File: src/rtl/apb_slave_regfile.sv
`default_nettype none
// ============================================================================
//  Module   : apb_slave_regfile
//  Purpose  : APB completer holding a small memory-mapped register file.
//             Register 0 is a read-only ID register; registers 1..NUM_REGS-1
//             are read/write. Optional wait states are inserted before
//             Pready, and decode/permission errors are flagged on Pslverr.
//  Ports    : Hclk     - clock, rising edge
//             Hresetn  - asynchronous reset, active-high
//             Psel     - slave select (one bit of the bridge Pselx)
//             Penable  - APB access phase
//             Pwrite   - 1 = write, 0 = read
//             Paddr    - byte address [31:0]
//             PWdata   - write data [31:0]
//             PRdata   - registered read data [31:0]
//             Pready   - registered transfer-complete
//             Pslverr  - registered transfer error (valid with Pready)
//  Revision : 1.0 - initial release
// ============================================================================
module apb_slave_regfile #(
    parameter int          NUM_REGS    = 8,
    parameter int          WAIT_STATES = 0,
    parameter logic [31:0] BASE_ADDR   = 32'h8000_0000,
    parameter logic [31:0] ID_VALUE    = 32'hA5B1_0001
) (
    input  logic        Hclk,
    input  logic        Hresetn,
    input  logic        Psel,
    input  logic        Penable,
    input  logic        Pwrite,
    input  logic [31:0] Paddr,
    input  logic [31:0] PWdata,
    output logic [31:0] PRdata,
    output logic        Pready,
    output logic        Pslverr
);

    localparam int         C_IDX_W  = $clog2(NUM_REGS);
    localparam logic [3:0] C_WAIT   = 4'(WAIT_STATES);

    localparam logic [1:0] ST_IDLE   = 2'd0;
    localparam logic [1:0] ST_WAIT   = 2'd1;
    localparam logic [1:0] ST_ACCESS = 2'd2;

    // ------------------------------------------------------------------
    // State
    // ------------------------------------------------------------------
    logic [1:0]         state_q,  state_d;
    logic [3:0]         cnt_q,    cnt_d;
    logic [C_IDX_W-1:0] idx_q,    idx_d;
    logic               write_q,  write_d;
    logic               err_q,    err_d;
    logic [31:0]        rdata_q,  rdata_d;
    logic               ready_q,  ready_d;
    logic               slverr_q, slverr_d;

    // ------------------------------------------------------------------
    // Address decode (only meaningful on the setup sample)
    // ------------------------------------------------------------------
    logic [9:0]         w_idx_full;
    logic [C_IDX_W-1:0] w_idx;
    logic               w_hit;
    logic               w_oor;
    logic               w_err;
    logic               w_setup;
    logic               w_xfer;
    logic               w_wr_en;

    assign w_idx_full = Paddr[11:2];
    assign w_idx      = w_idx_full[C_IDX_W-1:0];
    assign w_hit      = (Paddr[31:12] == BASE_ADDR[31:12]);
    // Compare at full width so indices beyond the array never alias back in.
    assign w_oor      = ({22'd0, w_idx_full} >= 32'(NUM_REGS));
    assign w_err      = ~w_hit | w_oor | (Paddr[1:0] != 2'b00)
                      | (Pwrite & (w_idx_full == 10'd0));
    assign w_setup    = Psel & ~Penable;
    assign w_xfer     = Psel & Penable;

    // ------------------------------------------------------------------
    // Register storage and read vector (entry 0 is the constant ID)
    // ------------------------------------------------------------------
    logic [31:0] w_rd_vec [NUM_REGS];

    assign w_rd_vec[0] = ID_VALUE;

    generate
        for (genvar i = 1; i < NUM_REGS; i++) begin : g_reg
            logic [31:0] reg_q;
            logic [31:0] reg_d;

            always_comb begin
                reg_d = reg_q;
                if (w_wr_en && (idx_q == C_IDX_W'(i))) begin
                    reg_d = PWdata;
                end
            end

            always_ff @(posedge Hclk or posedge Hresetn) begin
                if (Hresetn) begin
                    reg_q <= 32'd0;
                end else begin
                    reg_q <= reg_d;
                end
            end

            assign w_rd_vec[i] = reg_q;
        end
    endgenerate

    // ------------------------------------------------------------------
    // Transfer sequencing
    // ------------------------------------------------------------------
    always_comb begin
        state_d = state_q;
        cnt_d   = cnt_q;
        idx_d   = idx_q;
        write_d = write_q;
        err_d   = err_q;
        rdata_d = rdata_q;
        w_wr_en = 1'b0;

        case (state_q)
            ST_IDLE: begin
                // Psel with Penable already high here is a protocol
                // violation and is simply ignored.
                if (w_setup) begin
                    idx_d   = w_idx;
                    write_d = Pwrite;
                    err_d   = w_err;
                    rdata_d = (!Pwrite && !w_err) ? w_rd_vec[w_idx] : 32'd0;
                    if (WAIT_STATES == 0) begin
                        state_d = ST_ACCESS;
                    end else begin
                        cnt_d   = C_WAIT;
                        state_d = ST_WAIT;
                    end
                end
            end

            ST_WAIT: begin
                if (!Psel) begin
                    state_d = ST_IDLE;
                    rdata_d = 32'd0;
                end else begin
                    cnt_d = cnt_q - 4'd1;
                    if (cnt_q == 4'd1) begin
                        state_d = ST_ACCESS;
                    end
                end
            end

            ST_ACCESS: begin
                // Always leave after one ready cycle; the write only lands
                // if the master completed the access phase properly.
                state_d = ST_IDLE;
                rdata_d = 32'd0;
                w_wr_en = w_xfer & write_q & ~err_q;
            end

            default: begin
                state_d = ST_IDLE;
                rdata_d = 32'd0;
            end
        endcase

        // Outputs are registered, so derive them from the next state.
        ready_d  = (state_d == ST_ACCESS);
        slverr_d = (state_d == ST_ACCESS) & err_d;
    end

    always_ff @(posedge Hclk or posedge Hresetn) begin
        if (Hresetn) begin
            state_q  <= ST_IDLE;
            cnt_q    <= 4'd0;
            idx_q    <= '0;
            write_q  <= 1'b0;
            err_q    <= 1'b0;
            rdata_q  <= 32'd0;
            ready_q  <= 1'b0;
            slverr_q <= 1'b0;
        end else begin
            state_q  <= state_d;
            cnt_q    <= cnt_d;
            idx_q    <= idx_d;
            write_q  <= write_d;
            err_q    <= err_d;
            rdata_q  <= rdata_d;
            ready_q  <= ready_d;
            slverr_q <= slverr_d;
        end
    end

    assign PRdata  = rdata_q;
    assign Pready  = ready_q;
    assign Pslverr = slverr_q;

endmodule
`default_nettype wire

File: config.mk
export PLATFORM = sky130hd
export DESIGN_NAME = apb_slave_regfile
export DESIGN_NICKNAME = d
export VERILOG_FILES = /design/src/rtl/apb_slave_regfile.sv
export SDC_FILE = /design/constraint.sdc
export NUM_CORES = 1
export LEC_CHECK = 0
export ABC_CLOCK_PERIOD_IN_PS = 13200
export CAP_MARGIN = 30
export CORE_MARGIN = 5
export CORE_UTILIZATION = 56
export DETAILED_ROUTE_END_ITERATION = 16
export PLACE_DENSITY = 0.77
export SYNTH_ARGS = -nofsm -noshare
export SYNTH_HDL_FRONTEND = slang
export SYNTH_SLANG_ARGS = --single-unit
File: constraint.sdc
create_clock -name Hclk -period 13.2 [get_ports Hclk]
set_input_delay 1.98 -clock Hclk [delete_from_list [all_inputs] [get_ports Hclk]]
set_output_delay 1.98 -clock Hclk [all_outputs]
set_load 0.01 [all_outputs]
Yosys cells after proc, flatten, opt, wreduce, memory -nomap -nowiden
Cells that the tools add are included.
- register bits: 269
- input port bits: 69
- output and inout port bits: 34
- logic and storage cells: 75
- $add $sub $neg: 1
- $lt $le $gt $ge: 2
- equal/unequal tests: 14
- multiplexer cells: 14
- bitwise operators: 13
- reductions and logical operators: 16
- operator list (kind ; count):
    32-bit two-way mux ; 5
    32-bit binary-select mux with 3-bit select ; 1
    32-bit one-hot mux with 2 select lines ; 1
    20-bit == test (second input constant) ; 1
    3-bit == test (second input constant) ; 4
    10-bit by 4-bit >= comparator with 1-bit output (second input constant) ; 1
    10-bit logical NOT ; 1
    1-bit logical AND ; 8
    1-bit AND ; 6
    3-bit by 2-bit == test with 1-bit output (second input constant) ; 2
    2-bit two-way mux ; 3
    2-bit AND reduction ; 3
    2-bit == test (second input constant) ; 2
    4-bit by 1-bit == test with 1-bit output (second input constant) ; 1
    4-bit >= comparator (second input constant) ; 1
    2-bit inequality test (second input constant) ; 2
    3-bit NOT with 4-bit output ; 1
    2-bit one-hot mux with 2 select lines ; 1
    4-bit by 1-bit subtractor with 4-bit output (second input constant) ; 1
    3-bit by 1-bit == test with 1-bit output (second input constant) ; 1
    1-bit two-way mux ; 3
    1-bit NOT ; 3
    1-bit bitwise OR ; 3
    2-bit by 1-bit == test with 1-bit output (second input constant) ; 1
    3 further kinds ; 4

Longest topological paths before layout
Gate-level depths: netlist (run 1).
- word-level depth: 10
- gate-level depth with buffers: 6
- depth with buffers taken out: 5

Worst setup path before layout (run 1)
No wires, ideal clock.
- path kind: input to register
- start: in Psel
- end: reg g_reg[4].reg_q[0]
- library setup time: 127 ps
- arrival: 3206 ps
- data required time: 13073 ps
- slack: 9866 ps
- cell stages on the path: 5
- path buffers: 1
- cell sequence: and4bb_1 nand4b_4 nor3b_4 buf_6 mux2_1
- longest elaborated chain between the ends: 5
- RTL lines (element ; line ; RTL):
    from (decl) ; 28 ; input logic Psel,
    1-bit AND ; 77 ; assign w_xfer = Psel & Penable;
    1-bit AND (2 in series) ; 157 ; w_wr_en = w_xfer & write_q & ~err_q;
    1-bit two-way mux ; 122 ; case (state_q)
    1-bit logical AND ; 93 ; if (w_wr_en && (idx_q == C_IDX_W'(i))) begin
    to (signal assigned) ; 102 ; reg_q <= reg_d;
    to (decl) ; 88 ; logic [31:0] reg_q;
Every way passes these cells.
A chain may end at the register's enable or synchronous reset.

Worst setup path after layout (run 1)
- start: in Psel
- end: reg g_reg[4].reg_q[30]
Same word-level chain as after synthesis.

==> results.txt, run 1 <==
- Cell leakage power: 0.00712 uW
- In this run the power density over the cells is 121 mW/mm^2.
* H-tree level count: 1
- Post-synth top area cell: sky130_fd_sc_hd__dfrtp_1
- From bottom edge to top edge, the die measures 158 um.
* Detailed placer's ending HPWL: 14.8 mm
- Measured along the x axis, the die boundary spans 158 um.
- The synthesized netlist contains 40 unique library cells.
* Clock Pin Slew Worst Setup and Hold Paths: 0.06 ns
- Hold Fails Final Rpt: 0
- For this block, the initial DRC count from the detailed router was 416.
* Number of placement rows: 54
- Peak clock frequency supported by timing: 0.239 GHz
- Proportion of register bits with asynchronous set or reset after synthesis: 100%
- Ratio of final minimum period to clock period: 31.7%
- Relative to the synthesized area, the layout overhead comes to 16.9%.
- Measured slew at the worst slew-check pin: 0.943 ns
* Max stage delay on crit path: 0.73 ns
- For the worst-skew pair, the clock arrives at the later sink with an insertion delay of 0.54 ns.
- In this run the mean area of a mapped cell was 15.2 sq um.
* Setup repair after global routing missed its margin: false
- By area the synthesized netlist is led by sky130_fd_sc_hd__dfrtp_1 (55%), sky130_fd_sc_hd__mux2_4 (11%), sky130_fd_sc_hd__mux2_2 (10%).
* Overall via count from detail_route: 7128
* Peak fanout along the critical path: 22
* Length of the first detailed-routing pass in iterations: 5
- Cells along the critical path: clkdlybuf4s50_1, and4bb_1, nand4b_4, nor3b_4, buf_4, mux2_2
* Dominant cell by count in the synthesized netlist: sky130_fd_sc_hd__dfrtp_1
- Summed negative setup slack over all endpoints: 0 ns
* Worst min-delay path class: reg2reg
- Post-CTS Setup Repair Bufs: 0
- Post-placement setup slack: 8.45 ns
- Pins Over Slew Limit: 0
* Worst Setup End Kind: flop
* Layout Skew: 0.0133 ns
* Result of the run: completed
- Residual overflow from global routing: 0
* Effective utilization at floorplan: 56.7%
- The share of the Yosys chip area taken by registers is 54.6%.
* Number of input and output port buffers inserted: 102
* Synth Register Bits: 269
* Flop-to-flop setup slack: 10.51 ns
- Clock tree synthesis selected as its root buffer the cell sky130_fd_sc_hd__clkbuf_16.
- Max-cap violations in this run came to 0.
* DIE AREA: 0.0251 sq mm
- Antenna diode count: 0
- Antenna violations before repair: 1
- Total Routing Usage GR: 21.3%
* Core footprint: 0.0218 sq mm
* Netlist Area Pre-Place: 0.0123 sq mm
- Total nets after synthesis: 881
- Kind of launch point of the worst setup path: input pin
- For this run, the share of the core covered by cells in the final layout is 66.3%.
- TritonCTS built the clock tree.
* Start-to-end type of the worst setup path: in2reg
* Drt drc: 0
* Vias in the first global route: 7542
- For the worst setup path, the data required time is 13.62 ns.
* Synth top area share: 54.6%
- VDD IR-drop max: 0.000103 V
* Share of post-route cells with drive strength above 1: 33.3%
- For the worst setup path, the data arrival time is 4.60 ns.
- I/O pin count: 103
* Final wirelength: 26.1 mm
- Final count of negative-setup-slack endpoints: 0
- Count of flip-flops with a built-in enable after synthesis: 0
- Entering global routing, the biggest net connects 129 pins.
- Counting I/O delays and the setup requirement, the final critical path takes 4.19 ns.
- The number of gates resized after CTS was 0.
- For this design, the CTS-stage hold fixing added 0 buffers.
- Instance count of the mapped netlist: 810
- Worst rel slew slack: 37.0%
* Synth Warn #: 0
* Detail-routed via count per cell: 5.95
- Final ANT Viol Nets: 0
- After layout, the worst setup slack is 9.01 ns.
* Average routed wire per standard cell: 21.7 um
- Critical Path Slowest Stage Cell: sky130_fd_sc_hd__nor3b_4
- Sinks on the clock net: 269
- Final layout net count: 969
- The first global-routing pass estimated 42.4 mm of wire.
- The most used flip-flop cell after synthesis is sky130_fd_sc_hd__dfrtp_1.
- The clock passes through at most 3 buffers.
- After synthesis, the most frequently instantiated cells are sky130_fd_sc_hd__dfrtp_1 (269), sky130_fd_sc_hd__mux2_2 (112), sky130_fd_sc_hd__mux2_4 (90).
- Clock buffer count from CTS: 28
* Final RePlAce weighted congestion: 0.740
[area by class of cell]
cell class / instances / area, sq um
well taps: 280 / 350
fillers: 1570 / 7330
multi-input cells: 473 / 5200
flip-flops and latches: 269 / 6730
clock buffers: 46 / 900
inverters: 12 / 52.6
repair buffers: 114 / 1120
clock inverters: 4 / 72.6
[sequential cells by signal (all words and copies together), names as in the netlist]
register  cells
write_q       1
g.reg_q     224
cnt_q         4
Pslverr       1
Pready        1
err_q         1
state_q       2
PRdata       32
idx_q         3
[cells in the final DEF, fill, tap and decap left out, types with 3 or more instances in the layout]
cell,count
sky130_fd_sc_hd__clkbuf_1,6
sky130_fd_sc_hd__clkbuf_16,29
sky130_fd_sc_hd__clkdlybuf4s50_1,99
sky130_fd_sc_hd__a22o_1,23
sky130_fd_sc_hd__a22oi_1,23
sky130_fd_sc_hd__nor4_1,7
sky130_fd_sc_hd__mux2_1,49
sky130_fd_sc_hd__clkbuf_8,11
sky130_fd_sc_hd__mux2i_1,9
sky130_fd_sc_hd__mux2_4,90
sky130_fd_sc_hd__nand2_1,37
sky130_fd_sc_hd__a21oi_1,9
sky130_fd_sc_hd__o21ai_0,33
sky130_fd_sc_hd__dfrtp_1,269
sky130_fd_sc_hd__and4_1,3
sky130_fd_sc_hd__a31oi_1,3
sky130_fd_sc_hd__nor2_1,5
sky130_fd_sc_hd__buf_4,11
sky130_fd_sc_hd__mux4_2,32
sky130_fd_sc_hd__a221oi_1,9
sky130_fd_sc_hd__inv_1,11
sky130_fd_sc_hd__mux2_2,112
[where the power goes]
part | leakage (uW) | internal, uW | switching, uW | total (uW)
clock | 0.000476 | 500 | 318 | 818
combinational | 0.00291 | 37.7 | 52.2 | 89.9
sequential | 0.00374 | 831 | 7.26 | 839
[kinds of logic (layout without fill, tap and decap cells)]
group,after synthesis,after routing,share of synthesized area [%]
muxes,292,292,32.2
DFF,269,269,54.6
AOI/OAI and AO/OA,102,102,5.65
and+or+nand+nor,74,74,3.74
buffers and inverters,68,176,3.43
xor gates and xnor gates,3,3,0.213
adders and majority gates,2,2,0.203
[final timing paths]
path | startpoint | to | cells past startpoint
max | Psel | g_reg[4].reg_q[30]$_DFFE_PP0P_ | 6
min | cnt_q[3]$_DFFE_PP0P_ | cnt_q[3]$_DFFE_PP0P_ | 1
max reg2reg | state_q[0]$_DFF_PP0_ | g_reg[4].reg_q[30]$_DFFE_PP0P_ | 5
min reg2reg | cnt_q[3]$_DFFE_PP0P_ | cnt_q[3]$_DFFE_PP0P_ | 1
max in group asynchronous | Hresetn | g_reg[7].reg_q[12]$_DFFE_PP0P_ | 3
min in group asynchronous | Hresetn | g_reg[5].reg_q[20]$_DFFE_PP0P_ | 2
[worst max-delay path: cells and delay by family]
family / cells / cell delay, ns
simple gates: 3 / 1.19
buf+inv: 2 / 1.04
mux: 1 / 0.39
[stage by stage]
stage / hold slack [ns] / area, sq um / instances / total power (uW)
after floorplan: 0.443 / 12300 / 810 / 899
after global placement: 0.457 / 13400 / 1146 / 943
after detailed placement: 0.463 / 13500 / 1148 / 945
after CTS: 0.480 / 14400 / 1198 / 1760
after global routing: 0.499 / 14400 / 1198 / 1800
final: 0.480 / 14400 / 1198 / 1750
[routing by layer]
layer | track usage [%] | share of wire, % | vias up
met5 | 0 | 0.027 | -
met3 | 2.96 | 4.2 | 32
met2 | 34.3 | 48 | 150
met4 | 4.14 | 1.4 | 2
li1 | - | - | 3160
met1 | 31.6 | 46 | 3784
No activity file was read; power rests on OpenSTA's default activity.
==> run 2: changes to the inputs <==
Settings changed: ABC_CLOCK_PERIOD_IN_PS 13200 to 4400.
Clock period 13.2 ns to 4.4 ns, I/O delays scaled along.
==> results.txt, run 2 (synthesized netlist as in run 1, its figures left out) <==
- Number of placement rows: 54
- DR iter-0 viols: 438
- Clock latency on the worst-skew pair, taken at its later pin, is 0.53 ns.
- Cell area after layout: 0.0144 sq mm
- Counting I/O delays and the setup requirement, the final critical path takes 2.75 ns.
* Die Span X: 158 um
- In this run the post-CTS setup repair buffer count came out at 0.
- Counting flops per register, the top entry is g.reg_q.
* Final count of negative-setup-slack endpoints: 0
* Worst rel slew slack: 30.4%
- VDD IR-drop max: 0.000388 V
- Based on the critical path, the design can be clocked at up to 0.364 GHz.
* Sinks on the clock net: 269
* Summed negative setup slack over all endpoints: 0 ns
* Met1 usage: 30.4%
- Wires add up to 25.4 mm.
- Hold Fails Final Rpt: 0
- The register with the most flip-flops in the layout has 224 of them.
- Busiest layer in global routing: met2
* Post-layout total power: 5170 uW
- CTS placed an instance of sky130_fd_sc_hd__clkbuf_16 at the clock tree root.
- Dividing total power by cell area gives a power density of 358 mW/mm^2.
- Max stage delay on crit path: 0.67 ns
- The count of pins over their slew limit was 0.
- The congestion estimate from routability-driven global placement came to 0.732.
* Clock Pin Slew Worst Setup and Hold Paths: 0.06 ns
- Across every metal layer, demand over resource in global routing totals 21.0%.
* Antenna violations before repair: 0
- STA classifies the critical path startpoint as an input pin.
- Worst Setup End Kind: flop
* Clock buffer count from CTS: 28
- Overall via count from detail_route: 6994
- Length of the first detailed-routing pass in iterations: 4
- The via count of the first global-routing pass was 7688.
- The critical path is of the in2reg type.
- In this run, post-CTS hold repair placed 0 buffers.
- Global-route wire length before repair: 42.0 mm
* Endpoint required time on the critical path: 4.81 ns
* Core Util, Final: 66.3%
* Peak fanout along the critical path: 32
* Maximum buffer depth of the clock tree: 3
- Summed over all layers, the global routing overflow is 0.
* Detail-routed via count per cell: 5.82
* Antenna diode count: 0
* Met2 track demand over resource in global routing: 34.6%
* I/O pin count: 103
- Number of input and output port buffers inserted: 102
- Share of post-route cells with drive strength above 1: 33.8%
- Chip Height: 158 um
* Final ANT Viol Nets: 0
* Average routed wire per standard cell: 21.2 um
- Result of the run: completed
* Commonest cells after routing, fill and taps aside: sky130_fd_sc_hd__dfrtp_1 (269), sky130_fd_sc_hd__mux2_2 (112), sky130_fd_sc_hd__clkdlybuf4s50_1 (99)
* Pin count of the biggest net entering global routing: 188
- Layout-stage area growth over the synthesis result: 17.0%
- TritonCTS built the clock tree.
- Core footprint: 0.0218 sq mm
* Setup repair after global routing missed its margin: false
- The worst path meets setup with 1.65 ns of slack.
- Measured slew at the worst slew-check pin: 1.04 ns
- CTS built an H-tree with a depth of 1.
- DIE AREA: 0.0251 sq mm
- Cell leakage power: 0.00714 uW
- Critical Path Slowest Stage Cell: sky130_fd_sc_hd__nand3_4
- The signal on the critical path passes through clkdlybuf4s50_1, and4bb_1, and4_1, nand3_4, mux2_4.
- Post-placement cell area: 0.0135 sq mm
- At the placement stage, the worst setup path has a slack of 1.10 ns.
* Fraction of met3 tracks used by global routing: 2.94%
- Ratio of final minimum period to clock period: 62.5%
- The clock arrives with 0.00754 ns of skew.
- Effective utilization at floorplan: 56.7%
- Max Cap Violations: 0
* Detailed placer's ending HPWL: 15.1 mm
- The tightest min-delay check is of the reg2reg type.
* Cells resized by post-CTS repair: 0
- In the routed design, unresolved DRC markers number 0.
- Leaving out fill and tap cells, the most frequent cell in the layout is sky130_fd_sc_hd__dfrtp_1.
- At the worst endpoint, the arrival time is 3.16 ns.
- In the final design database the tool counted 974 nets.
==> run 2: routing by layer <==
layer / vias up / part of all wire (%) / routed length [um]
met4: 0 / 1.4 / 353
met2: 134 / 49 / 12500
met1: 3662 / 45 / 11400
met5: - / 0 / 0
li1: 3169 / - / -
met3: 29 / 4.6 / 1180
==> run 2: cell type report <==
cell class	count	area, sq um
Sequential cell	269	6730
Clock inverter	7	85.1
Timing Repair Buffer	119	1160
Tap cell	280	350
Multi-Input combinational cell	473	5200
Fill cell	1566	7320
Inverter	12	48.8
Clock buffer	41	851
==> run 2: metrics by stage <==
stage               instances  hold WS [ns]
floorplan                 810         0.443
global placement         1153         0.458
detailed placement       1153         0.472
CTS                      1201         0.488
global route             1201         0.500
finish                   1201         0.481
==> run 2: worst paths after layout <==
check,startpoint,end,slack [ns],cells after the start
hold reg to reg,g_reg[4].reg_q[6]$_DFFE_PP0P_,g_reg[4].reg_q[6]$_DFFE_PP0P_,0.48,1
setup / recovery,Psel,g_reg[7].reg_q[12]$_DFFE_PP0P_,1.65,5
hold / removal,g_reg[4].reg_q[6]$_DFFE_PP0P_,g_reg[4].reg_q[6]$_DFFE_PP0P_,0.48,1
min in group asynchronous,Hresetn,PRdata[25]$_DFFE_PP0P_,0.63,3
setup reg to reg,state_q[0]$_DFF_PP0_,g_reg[7].reg_q[12]$_DFFE_PP0P_,1.84,4
max in group asynchronous,Hresetn,g_reg[4].reg_q[2]$_DFFE_PP0P_,2.83,3
==> run 2: worst max-delay path, delay by kind of cell <==
family / cells / cell delay, ns
AND/OR/NAND/NOR: 3 / 1.40
buffers and inverters: 1 / 0.53
multiplexers: 1 / 0.54
==> run 2: report_power, final <==
group | total, uW | internal, uW | switching (uW)
Combinational | 272 | 116 | 156
Clock | 2380 | 1440 | 937
Sequential | 2520 | 2490 | 21.3
Total | 5170 | 4050 | 1110
==> run 3: changes to the inputs <==
Settings changed: ABC_CLOCK_PERIOD_IN_PS 4400 to 2200, CORE_UTILIZATION 56 to 53.
Clock period 4.4 ns to 2.2 ns, I/O delays scaled along.
==> results.txt, run 3 (synthesized netlist as in run 1, its figures left out) <==
* Length of the first detailed-routing pass in iterations: 4
* Maximum buffer depth of the clock tree: 3
* Cells resized by post-CTS repair: 0
- Pins Over Slew Limit: 0
* Max stage delay on crit path: 0.41 ns
* Pwr dens: 717 mW/mm^2
* Post-placement cell area: 0.0140 sq mm
- Once the floorplan was initialized, standard cells occupied 54.2% of the core.
* Final wirelength: 26.7 mm
* H-tree level count: 1
* Endpoint required time on the critical path: 2.60 ns
- Across all layers, the routed design uses 7212 vias.
- Clk_lat worst skew: 0.53 ns
- Cells along the critical path: and4bb_1, nand4b_4, nor3b_4, buf_12, mux2_1
- Residual overflow from global routing: 0
* Crit path buf inv count: 1
- Clock Pin Slew Worst Setup and Hold Paths: 0.06 ns
* Worst min-delay path class: in2async
- Final ANT Viol Nets: 0
- Detail-routed via count per cell: 5.65
- Measured along the x axis, the die boundary spans 163 um.
- Global-route wire length before repair: 44.6 mm
- Across the run, the number of max-cap violations was 0.
- Final setup slack of the worst path: 0.253 ns
- TritonCTS built the clock tree.
* Clock share of power: 47.9%
- The number of setup buffers added after CTS is 0.
* DR iter-0 viols: 391
- Cell leakage power: 0.00743 uW
* Final count of negative-setup-slack endpoints: 0
- The run finished with clean final reports.
- Psw: 2280 uW
- Dividing the detail-routed wire length by the instance count gives 20.9 um.
- Root buffer selected by CTS: sky130_fd_sc_hd__clkbuf_16
- Net switching is 21.1% of the power.
* Layout-stage area growth over the synthesis result: 22.1%
* Arrival time at the worst endpoint: 2.35 ns
* Total Routing Usage GR: 20.8%
- Post-route minimum period: 1.95 ns
- Register with the most flip-flops: g.reg_q
* Worst rel slew slack: 49.9%
- For the pin with the worst max-slew slack, the measured transition is 0.751 ns.
- Chip Height: 163 um
- Hold is met by 0.276 ns.
* Hold Buf Count CTS: 0
- Vias in the first global route: 8030
- Layout Skew: 0.0159 ns
* Start-to-end type of the worst setup path: reg2reg
- In the final layout, the share of cells above drive strength 1 is 36.4%.
* Crit Reg-Reg Startpoint: state_q[0]$_DFF_PP0_
- Critical Path Slowest Stage Cell: sky130_fd_sc_hd__dfrtp_1
- Along the worst path, the maximum fanout reaches 25.
* Register share of total power: 46.6%
- Clock buffer count from CTS: 28
- Detailed placement finished with a half-perimeter wire length of 17.0 mm.
* Most common library cell in the layout ignoring fill and taps: sky130_fd_sc_hd__dfrtp_1
* Number of input and output port buffers inserted: 102
* Drt drc: 0
* Final RePlAce weighted congestion: 0.751
- Antenna violations before repair: 0
- Timing startpoint of the critical path: state_q[0]$_DFF_PP0_
- VDD IR-drop max: 0.000756 V
- Cell area after layout: 0.0151 sq mm
* Sinks on the clock net: 269
- OpenSTA, run right after detailed placement, puts the worst setup slack at -0.0712 ns.
- Share of power burned in combinational logic: 5.5%
- Kind of launch point of the worst setup path: flop
- The library cells used most frequently in the layout, excluding fill and tap cells, are sky130_fd_sc_hd__dfrtp_1 (269), sky130_fd_sc_hd__mux2_2 (112), sky130_fd_sc_hd__clkdlybuf4s50_1 (99).
- Hold Fails Final Rpt: 0
- Category of cells accounting for the largest share of critical-path delay: simple AND/OR/NAND/NOR gates
- Peak clock frequency supported by timing: 0.514 GHz
- 103 I/O pins were placed.
* Antenna diode count: 0
* Core Util, Final: 66.2%
* Flop-to-flop setup slack: 0.25 ns
* Setup repair after global routing missed its margin: false
* Ratio of final minimum period to clock period: 88.5%
- Entering global routing, the biggest net connects 84 pins.
* Number of placement rows: 55
* Largest register FFs: 224
* Final layout net count: 1012
- Core footprint: 0.0228 sq mm
- Cell internal power was estimated by the tool at 8520 uW.
- DIE AREA: 0.0264 sq mm
- Worst Setup End Kind: flop
[run 3: worst paths after layout]
| kind | endpoint | cells past startpoint |
|---|---|---|
| max reg2reg | g_reg[4].reg_q[27]$_DFFE_PP0P_ | 5 |
| max | g_reg[4].reg_q[27]$_DFFE_PP0P_ | 5 |
| min in group Hclk | PRdata[17]$_DFFE_PP0P_ | 4 |
| min reg2reg | cnt_q[3]$_DFFE_PP0P_ | 1 |
| max in group asynchronous | g_reg[4].reg_q[15]$_DFFE_PP0P_ | 3 |
| min | g_reg[2].reg_q[20]$_DFFE_PP0P_ | 3 |
[run 3: power groups by stage]
stage	logic, uW	clock network, uW	registers, uW
after floorplan	301	0	5100
after CTS	609	5270	5030
after global routing	653	5500	5030
final	599	5170	5030
after detailed placement	605	0	5120
after global placement	600	0	5120
[run 3: layout make-up]
class	instances	area, sq um
fillers	1581	7710
flip-flops and latches	269	6730
multi-input cells	473	5200
repair buffers	157	1660
clock buffers	43	858
well taps	313	392
clock inverters	9	173
inverters	12	48.8
[run 3: worst register-to-register path: cells and delay by family, from the launching register on]
kind,cells,cell delay (ns)
flops,1,0.41
buf+inv,1,0.25
mux,1,0.36
simple gates,3,0.79
[run 3: layer usage]
metal  track usage (%)  share of wire (%)  up-vias
li1                  -                  -     3268
met2              34.9                 49      108
met1              29.6                 46     3797
met3              2.78                3.2       39
met5                 0                  0        -
met4              4.19                1.7        0
[run 3: stage by stage]
step | instances | power (uW) | TNS, ns
floorplan | 810 | 5400 | -452.85
global route | 1276 | 11200 | 0
finish | 1276 | 10800 | 0
global placement | 1224 | 5720 | -3.23
CTS | 1276 | 10900 | 0
detailed placement | 1224 | 5730 | -4.88
